## src/rtl/irq_ctrl.sv

```systemverilog
// Machine interrupt controller: synchronised, edge-detected external lines plus an
// mtime/mtimecmp timer, fixed-priority arbitration and a held request until acknowledged.
module irq_ctrl #(
  parameter int unsigned NSRC        = 4,
  parameter int unsigned SYNC_STAGES = 2,
  parameter int unsigned PRESCALE    = 1
) (
  input  logic             clk,
  input  logic             rst,
  input  logic [NSRC-1:0]  irq_src,
  input  logic             mstatus_mie,
  input  logic             mie_mtie,
  input  logic             mie_meie,
  output logic             interrupt,
  output logic [31:0]      irq_cause,
  input  logic             irq_ack,
  input  logic             mmio_we,
  input  logic [3:0]       mmio_addr,
  input  logic [31:0]      mmio_wdata,
  output logic [31:0]      mmio_rdata
);

  localparam int unsigned IW = (NSRC > 1) ? $clog2(NSRC) : 1;
  localparam int unsigned PW = (PRESCALE > 1) ? $clog2(PRESCALE) : 1;
  localparam logic [31:0] CAUSE_TIMER = 32'h8000_0007;
  localparam logic [31:0] CAUSE_EXT   = 32'h8000_000B;

  typedef enum logic [1:0] {IDLE, REQ, WAIT} state_e;

  logic [SYNC_STAGES-1:0][NSRC-1:0] sync_q, sync_d;
  logic [NSRC-1:0] sync_prev_q, sync_prev_d;
  logic [NSRC-1:0] pending_q, pending_d;
  logic [NSRC-1:0] enable_q, enable_d;
  logic [31:0]     mtime_q, mtime_d;
  logic [31:0]     mtimecmp_q, mtimecmp_d;
  logic [PW-1:0]   pcnt_q, pcnt_d;
  state_e          state_q, state_d;
  logic [IW-1:0]   sel_id_q, sel_id_d;
  logic            sel_timer_q, sel_timer_d;
  logic            interrupt_q, interrupt_d;
  logic [31:0]     irq_cause_q, irq_cause_d;

  logic [NSRC-1:0] rise_c, ext_ok_c;
  logic            timer_pend_c, timer_ok_c, any_ok_c, ack_clr_c;
  logic [IW-1:0]   win_id_c;
  logic [31:0]     win_cause_c;
  logic            wr_mtime_c, wr_mtimecmp_c, wr_pend_c, wr_en_c;
  logic            unused_addr_c;

  assign unused_addr_c = ^mmio_addr[1:0];

  assign wr_mtime_c    = mmio_we && (mmio_addr[3:2] == 2'd0);
  assign wr_mtimecmp_c = mmio_we && (mmio_addr[3:2] == 2'd1);
  assign wr_pend_c     = mmio_we && (mmio_addr[3:2] == 2'd2);
  assign wr_en_c       = mmio_we && (mmio_addr[3:2] == 2'd3);

  // Synchroniser chain and rising-edge detect on the synchronised value
  always_comb begin
    sync_d    = '0;
    sync_d[0] = irq_src;
    for (int s = 1; s < int'(SYNC_STAGES); s++) begin
      sync_d[s] = sync_q[s-1];
    end
    sync_prev_d = sync_q[SYNC_STAGES-1];
    rise_c      = sync_q[SYNC_STAGES-1] & ~sync_prev_q;
  end

  // Machine timer; a software write to mtime restarts the prescale phase
  always_comb begin
    pcnt_d  = pcnt_q + PW'(1);
    mtime_d = mtime_q;
    if (pcnt_q == PW'(PRESCALE - 1)) begin
      pcnt_d  = '0;
      mtime_d = mtime_q + 32'd1;
    end
    if (wr_mtime_c) begin
      pcnt_d  = '0;
      mtime_d = mmio_wdata;
    end
    mtimecmp_d = wr_mtimecmp_c ? mmio_wdata : mtimecmp_q;
    enable_d   = wr_en_c ? mmio_wdata[NSRC-1:0] : enable_q;
  end

  assign timer_pend_c = (mtime_q >= mtimecmp_q);

  // Fixed priority: timer first, then the lowest-numbered external line
  always_comb begin
    ext_ok_c   = pending_q & enable_q & {NSRC{mie_meie & mstatus_mie}};
    timer_ok_c = timer_pend_c & mie_mtie & mstatus_mie;
    any_ok_c   = timer_ok_c | (|ext_ok_c);
    win_id_c   = '0;
    for (int i = int'(NSRC) - 1; i >= 0; i--) begin
      if (ext_ok_c[i]) win_id_c = IW'(i);
    end
    win_cause_c = timer_ok_c ? CAUSE_TIMER : (CAUSE_EXT | (32'(win_id_c) << 16));
  end

  // Request FSM; cause is frozen while the request is outstanding
  always_comb begin
    state_d     = state_q;
    interrupt_d = interrupt_q;
    irq_cause_d = irq_cause_q;
    sel_id_d    = sel_id_q;
    sel_timer_d = sel_timer_q;
    ack_clr_c   = 1'b0;
    case (state_q)
      IDLE: begin
        interrupt_d = 1'b0;
        if (any_ok_c) begin
          state_d     = REQ;
          interrupt_d = 1'b1;
          irq_cause_d = win_cause_c;
          sel_id_d    = win_id_c;
          sel_timer_d = timer_ok_c;
        end
      end
      REQ: begin
        interrupt_d = 1'b1;
        if (irq_ack) begin
          ack_clr_c   = ~sel_timer_q;
          state_d     = WAIT;
          interrupt_d = 1'b0;
        end else if (!mstatus_mie) begin
          state_d     = IDLE;
          interrupt_d = 1'b0;
        end
      end
      WAIT: begin
        interrupt_d = 1'b0;
        state_d     = IDLE;
      end
      default: begin
        interrupt_d = 1'b0;
        state_d     = IDLE;
      end
    endcase
  end

  // Pending bits: new edges override any clear in the same cycle
  always_comb begin
    pending_d = pending_q;
    if (wr_pend_c) pending_d = pending_d & ~mmio_wdata[NSRC-1:0];
    if (ack_clr_c) pending_d[sel_id_q] = 1'b0;
    pending_d = pending_d | rise_c;
  end

  always_comb begin
    mmio_rdata = '0;
    case (mmio_addr[3:2])
      2'd0: mmio_rdata = mtime_q;
      2'd1: mmio_rdata = mtimecmp_q;
      2'd2: begin
        mmio_rdata     = 32'(pending_q);
        mmio_rdata[31] = timer_pend_c;
      end
      2'd3: mmio_rdata = 32'(enable_q);
      default: mmio_rdata = '0;
    endcase
  end

  always_ff @(posedge clk or negedge rst) begin
    if (!rst) begin
      sync_q      <= '0;
      sync_prev_q <= '0;
      pending_q   <= '0;
      enable_q    <= '0;
      mtime_q     <= '0;
      mtimecmp_q  <= 32'hFFFF_FFFF;
      pcnt_q      <= '0;
      state_q     <= IDLE;
      sel_id_q    <= '0;
      sel_timer_q <= 1'b0;
      interrupt_q <= 1'b0;
      irq_cause_q <= '0;
    end else begin
      sync_q      <= sync_d;
      sync_prev_q <= sync_prev_d;
      pending_q   <= pending_d;
      enable_q    <= enable_d;
      mtime_q     <= mtime_d;
      mtimecmp_q  <= mtimecmp_d;
      pcnt_q      <= pcnt_d;
      state_q     <= state_d;
      sel_id_q    <= sel_id_d;
      sel_timer_q <= sel_timer_d;
      interrupt_q <= interrupt_d;
      irq_cause_q <= irq_cause_d;
    end
  end

  assign interrupt = interrupt_q;
  assign irq_cause = irq_cause_q;

endmodule
```

## config.mk

```make
export PLATFORM = sky130hd
export DESIGN_NAME = irq_ctrl
export DESIGN_NICKNAME = d
export VERILOG_FILES = /design/src/rtl/irq_ctrl.sv
export SDC_FILE = /design/constraint.sdc
export NUM_CORES = 1
export LEC_CHECK = 0
export ABC_AREA = 1
export ABC_CLOCK_PERIOD_IN_PS = 4340
export BUFFER_PORTS_ARGS = -buffer_cell sky130_fd_sc_hd__buf_2
export CAP_MARGIN = 20
export CORE_ASPECT_RATIO = 0.8
export CORE_MARGIN = 2
export CORE_UTILIZATION = 55
export CTS_BUF_LIST = sky130_fd_sc_hd__clkbuf_8
export CTS_CLUSTER_DIAMETER = 80
export DETAILED_ROUTE_END_ITERATION = 8
export GPL_TIMING_DRIVEN = 0
export HOLD_SLACK_MARGIN = 0.05
export PLACE_DENSITY_LB_ADDON = 0.15
export SYNTH_ARGS = -nofsm -noshare
export SYNTH_HDL_FRONTEND = slang
export SYNTH_SLANG_ARGS = --single-unit
export TNS_END_PERCENT = 100
```

## constraint.sdc

```tcl
create_clock -name clk -period 4.34 [get_ports clk]
set_clock_uncertainty 0.1 [all_clocks]
set_input_delay 0.868 -clock clk [delete_from_list [all_inputs] [get_ports clk]]
set_output_delay 0.868 -clock clk [all_outputs]
set_load 0.05 [all_outputs]
```

==> implementation parameters <==
Parameter                              Value

Yosys
  Post-synthesis cell count    731
  Async S/R FF share, synth    100%
  Leading post-synthesis cells by cell area    dfrtp_1 (27%), dfstp_2 (15%), nand2_1 (12%), ha_1 (7.2%), inv_1 (7.0%)
  Predominant post-synthesis flop cell    dfrtp_1
  Distinct cell type count of the synthesized netlist    43
  Share of Yosys cell area claimed by the top area cell type    27.1%
  Number of warning messages in the yosys log    0
  Synthesized area divided by synthesized cell count    7.84 um^2
  Post-synth EDFFs    0
  Yosys top cell by area    dfrtp_1
  Part of the Yosys area used for sequential elements    41.8%
  Total standard cell area after synthesis    0.00573 mm^2
  Total of flip-flops plus latches after synthesis    94

STA
  Total negative setup slack    0 ns
  Number of hold-slack violations in the final timing report    0
  RSZ-0062 raised after global routing    false
  Worst path setup slack after routing    0.758 ns
  Final period utilization    82.5%
  Least-Margin Pin Slew    0.642 ns
  Remaining max-slew budget at the tightest pin    57.2%
  Highest Clock Rate    279 MHz
  Shortest clock period the worst path allows after layout    3.58 ns
  Setup violations, final    0
  Fin. max-slew vios    0

Layout
  Inserted Diodes    0
  Layout overhead on the synthesized area    15.8%
  Layout cells sized above 1    21.9%
  Count of filler cells inserted in the layout    929
  Number of nets in the finished design    929
  Design area    0.00663 mm^2

Worst setup path
  Worst r2r dst    irq_cause[3]
  Crit start category    input port
  Reg2Reg Setup Slack    1.90 ns
  Worst Path Max Fanout    10
  Arrival time of data at the critical path endpoint    2.61 ns
  Logic depth of the worst register-to-register path    15
  Type of element capturing the critical path    output pin
  Startpoint of the worst-slack reg-to-reg timing path    mtimecmp_q[15]
  Data required time of the critical path    3.37 ns
  Type of the worst setup path    in -> out

Pwr
  Maximum ir drop on the vdd rail    0.297 mV
  Power Density    444 mW/mm^2
  Total power after layout    2940 uW
  Lkg Pwr    0.00349 uW

Drt
  Initial DRC Count    358
  Post-route DRC    0
  Detailed-route wire length    14.5 mm
  Vias per Instance    5.23
  1st-pass router iterations    5
  Post-DRT Antenna Nets    0
  Vias    5198
  Post-DR wirelength/cell    14.6 um

Floorplanning
  Die Y-Extent    95.3 um
  Core region area    0.0102 mm^2
  Effective utilization at floorplan    56.2%
  I/O pin total    112
  Overall die width    118 um
  Number of core rows    33
  Die area    0.0113 mm^2

Placed design
  Cell area reported after detailed placement    0.00643 mm^2
  Post-DP HPWL    10.9 mm
  Worst slack, placed    0.836 ns
  Routability congestion estimate from global placement    0.907
  Buffers on Ports    82

Global routing
  Gr usage total    26.8%
  Antenna violations before repair    0
  Via count of the first global-routing pass    5003
  Wire length of the first global-routing pass    23.6 mm
  Overflow after GRT    0
  Pin count of the biggest net entering global routing    69

Clock network
  Clk Latency, worst-skew pair    0.38 ns
  Quantity of gates resized following cts    0
  Num CTS Buffers    9
  Clock sink total    94
  Hold-fix buffers at CTS    0
  Buffers inserted during post-CTS setup optimization    0
  Number of H-tree branching levels    3
  Buffer type at the clock tree root    clkbuf_8
  Clock-pin slew of the registers on the worst-case setup and hold paths    0.09 ns
  CTS tree    built
  CTS max path bufs    2

Hold path
  Origin of the worst min-delay path    sync_d[7]
  Min-delay worst type    reg -> reg
  Worst Hold Path EP    sync_prev_d[3]
  Min-Delay Path Depth    0

Flow run
  Number of max-capacitance violations reported    0

Outcome
  Outcome    finished, final reports clean
==> synthesized netlist by cell type, types with 2 or more instances <==
cell,number
buf_4,29
nor2_2,2
o21ai_2,2
dfrtp_1,62
nand4_2,2
a21oi_1,20
nor3_2,2
buf_2,4
xnor2_1,3
a21o_1,2
xor2_1,15
o22ai_1,22
nor2_4,2
nand2_2,3
clkbuf_1,13
nor3_1,10
ha_1,33
nand4_1,10
nor2_1,52
o2111ai_1,3
inv_2,2
dfstp_2,32
nand3_2,2
o21ai_1,6
nor4_1,2
inv_1,107
nand2_1,178
o21a_1,2
nand3_1,26
o21ai_0,67
a31oi_1,2
o221ai_1,3
==> metrics by stage <==
stage	hold slack [ns]	std cells	util, %
2_1_floorplan	0.231	755	-
3_3_place_gp	0.233	977	62.8
3_5_place_dp	0.237	978	63.1
4_1_cts	0.260	994	65.0
5_1_grt	0.269	994	65.0
6_report	0.255	994	65.0
==> logic make-up (layout without fill, tap and decap cells) <==
family,after synthesis,after routing,share of synthesized area (%)
compound gates,131,131,12.8
xor+xnor,18,18,2.75
fa+ha+maj,33,33,7.21
buf+inv,158,257,12.6
flops,94,94,41.8
other cells,1,25,0.0655
simple gates,296,296,22.9
==> report_power, final <==
group,leakage (uW),total [uW],switching (uW),internal [uW]
Clock,0.0000937,603,335,268
Sequential,0.00109,1250,169,1080
Combinational,0.00231,1090,748,345
Total,0.00349,2940,1250,1690
==> worst max-delay path by stage <==
stage / start / to / slack, ns / cells after the start
floorplan: mmio_addr[2] / mmio_rdata[19] / 0.79 / 6
finish: mmio_addr[3] / mmio_rdata[30] / 0.76 / 6
global route: mtimecmp_q[15] / mmio_rdata[31] / 0.58 / 13
CTS: mtimecmp_q[15] / mmio_rdata[31] / 0.80 / 13
global placement: mmio_addr[3] / mmio_rdata[30] / 0.84 / 6
detailed placement: mmio_addr[3] / mmio_rdata[27] / 0.84 / 6
==> cell usage in the layout (no fill, tap or decap), types with 6 or more instances in the layout <==
master	instances
a21oi_1	20
buf_4	30
nand4_1	10
xor2_1	15
dfstp_2	32
o21ai_1	6
inv_1	108
conb_1	25
o22ai_1	22
clkbuf_8	9
dfrtp_1	62
ha_1	33
buf_2	85
o21ai_0	67
nor3_1	10
clkbuf_1	13
nand2_1	178
nor2_1	52
nand3_1	26
==> flip-flops by register name, indices dropped and copies added, names as in the netlist <==
signal and count:
interrupt 1, mtimecmp_q 32, irq_cause 5, sync_prev_q 4
mtime_q 32, state_q 2, sync_prev_d 4, sync_d 4
enable_q 4, pending_q 4, sel_id_q 2
==> metal layers <==
layer / wire length [um] / global-route usage (%) / up-vias
met1: 6370 / 33.9 / 2429
met3: 929 / 6.58 / 39
met4: 374 / 9.64 / 0
met5: 0 / 0 / -
li1: - / - / 2539
met2: 6850 / 45.2 / 191
==> critical path, cell delays in order <==
cell and delay, ns:
buf_2 0.15, nor2_2 0.25, clkinv_1 0.40, clkbuf_1 0.37, o22ai_1 0.27, buf_2 0.30
==> area by class of cell <==
class | instances | area [um^2] | share of cell area, %
buffer | 47 | 298 | 4.49
clock buffer | 9 | 124 | 1.87
clock inverter | 7 | 73.8 | 1.11
inverter | 111 | 422 | 6.36
multi-input combinational | 503 | 2710 | 40.8
sequential | 94 | 2390 | 36.1
tap | 140 | 175 | 2.64
timing repair buffer | 83 | 440 | 6.64
Note: power is estimated with default switching activity, not from simulation.
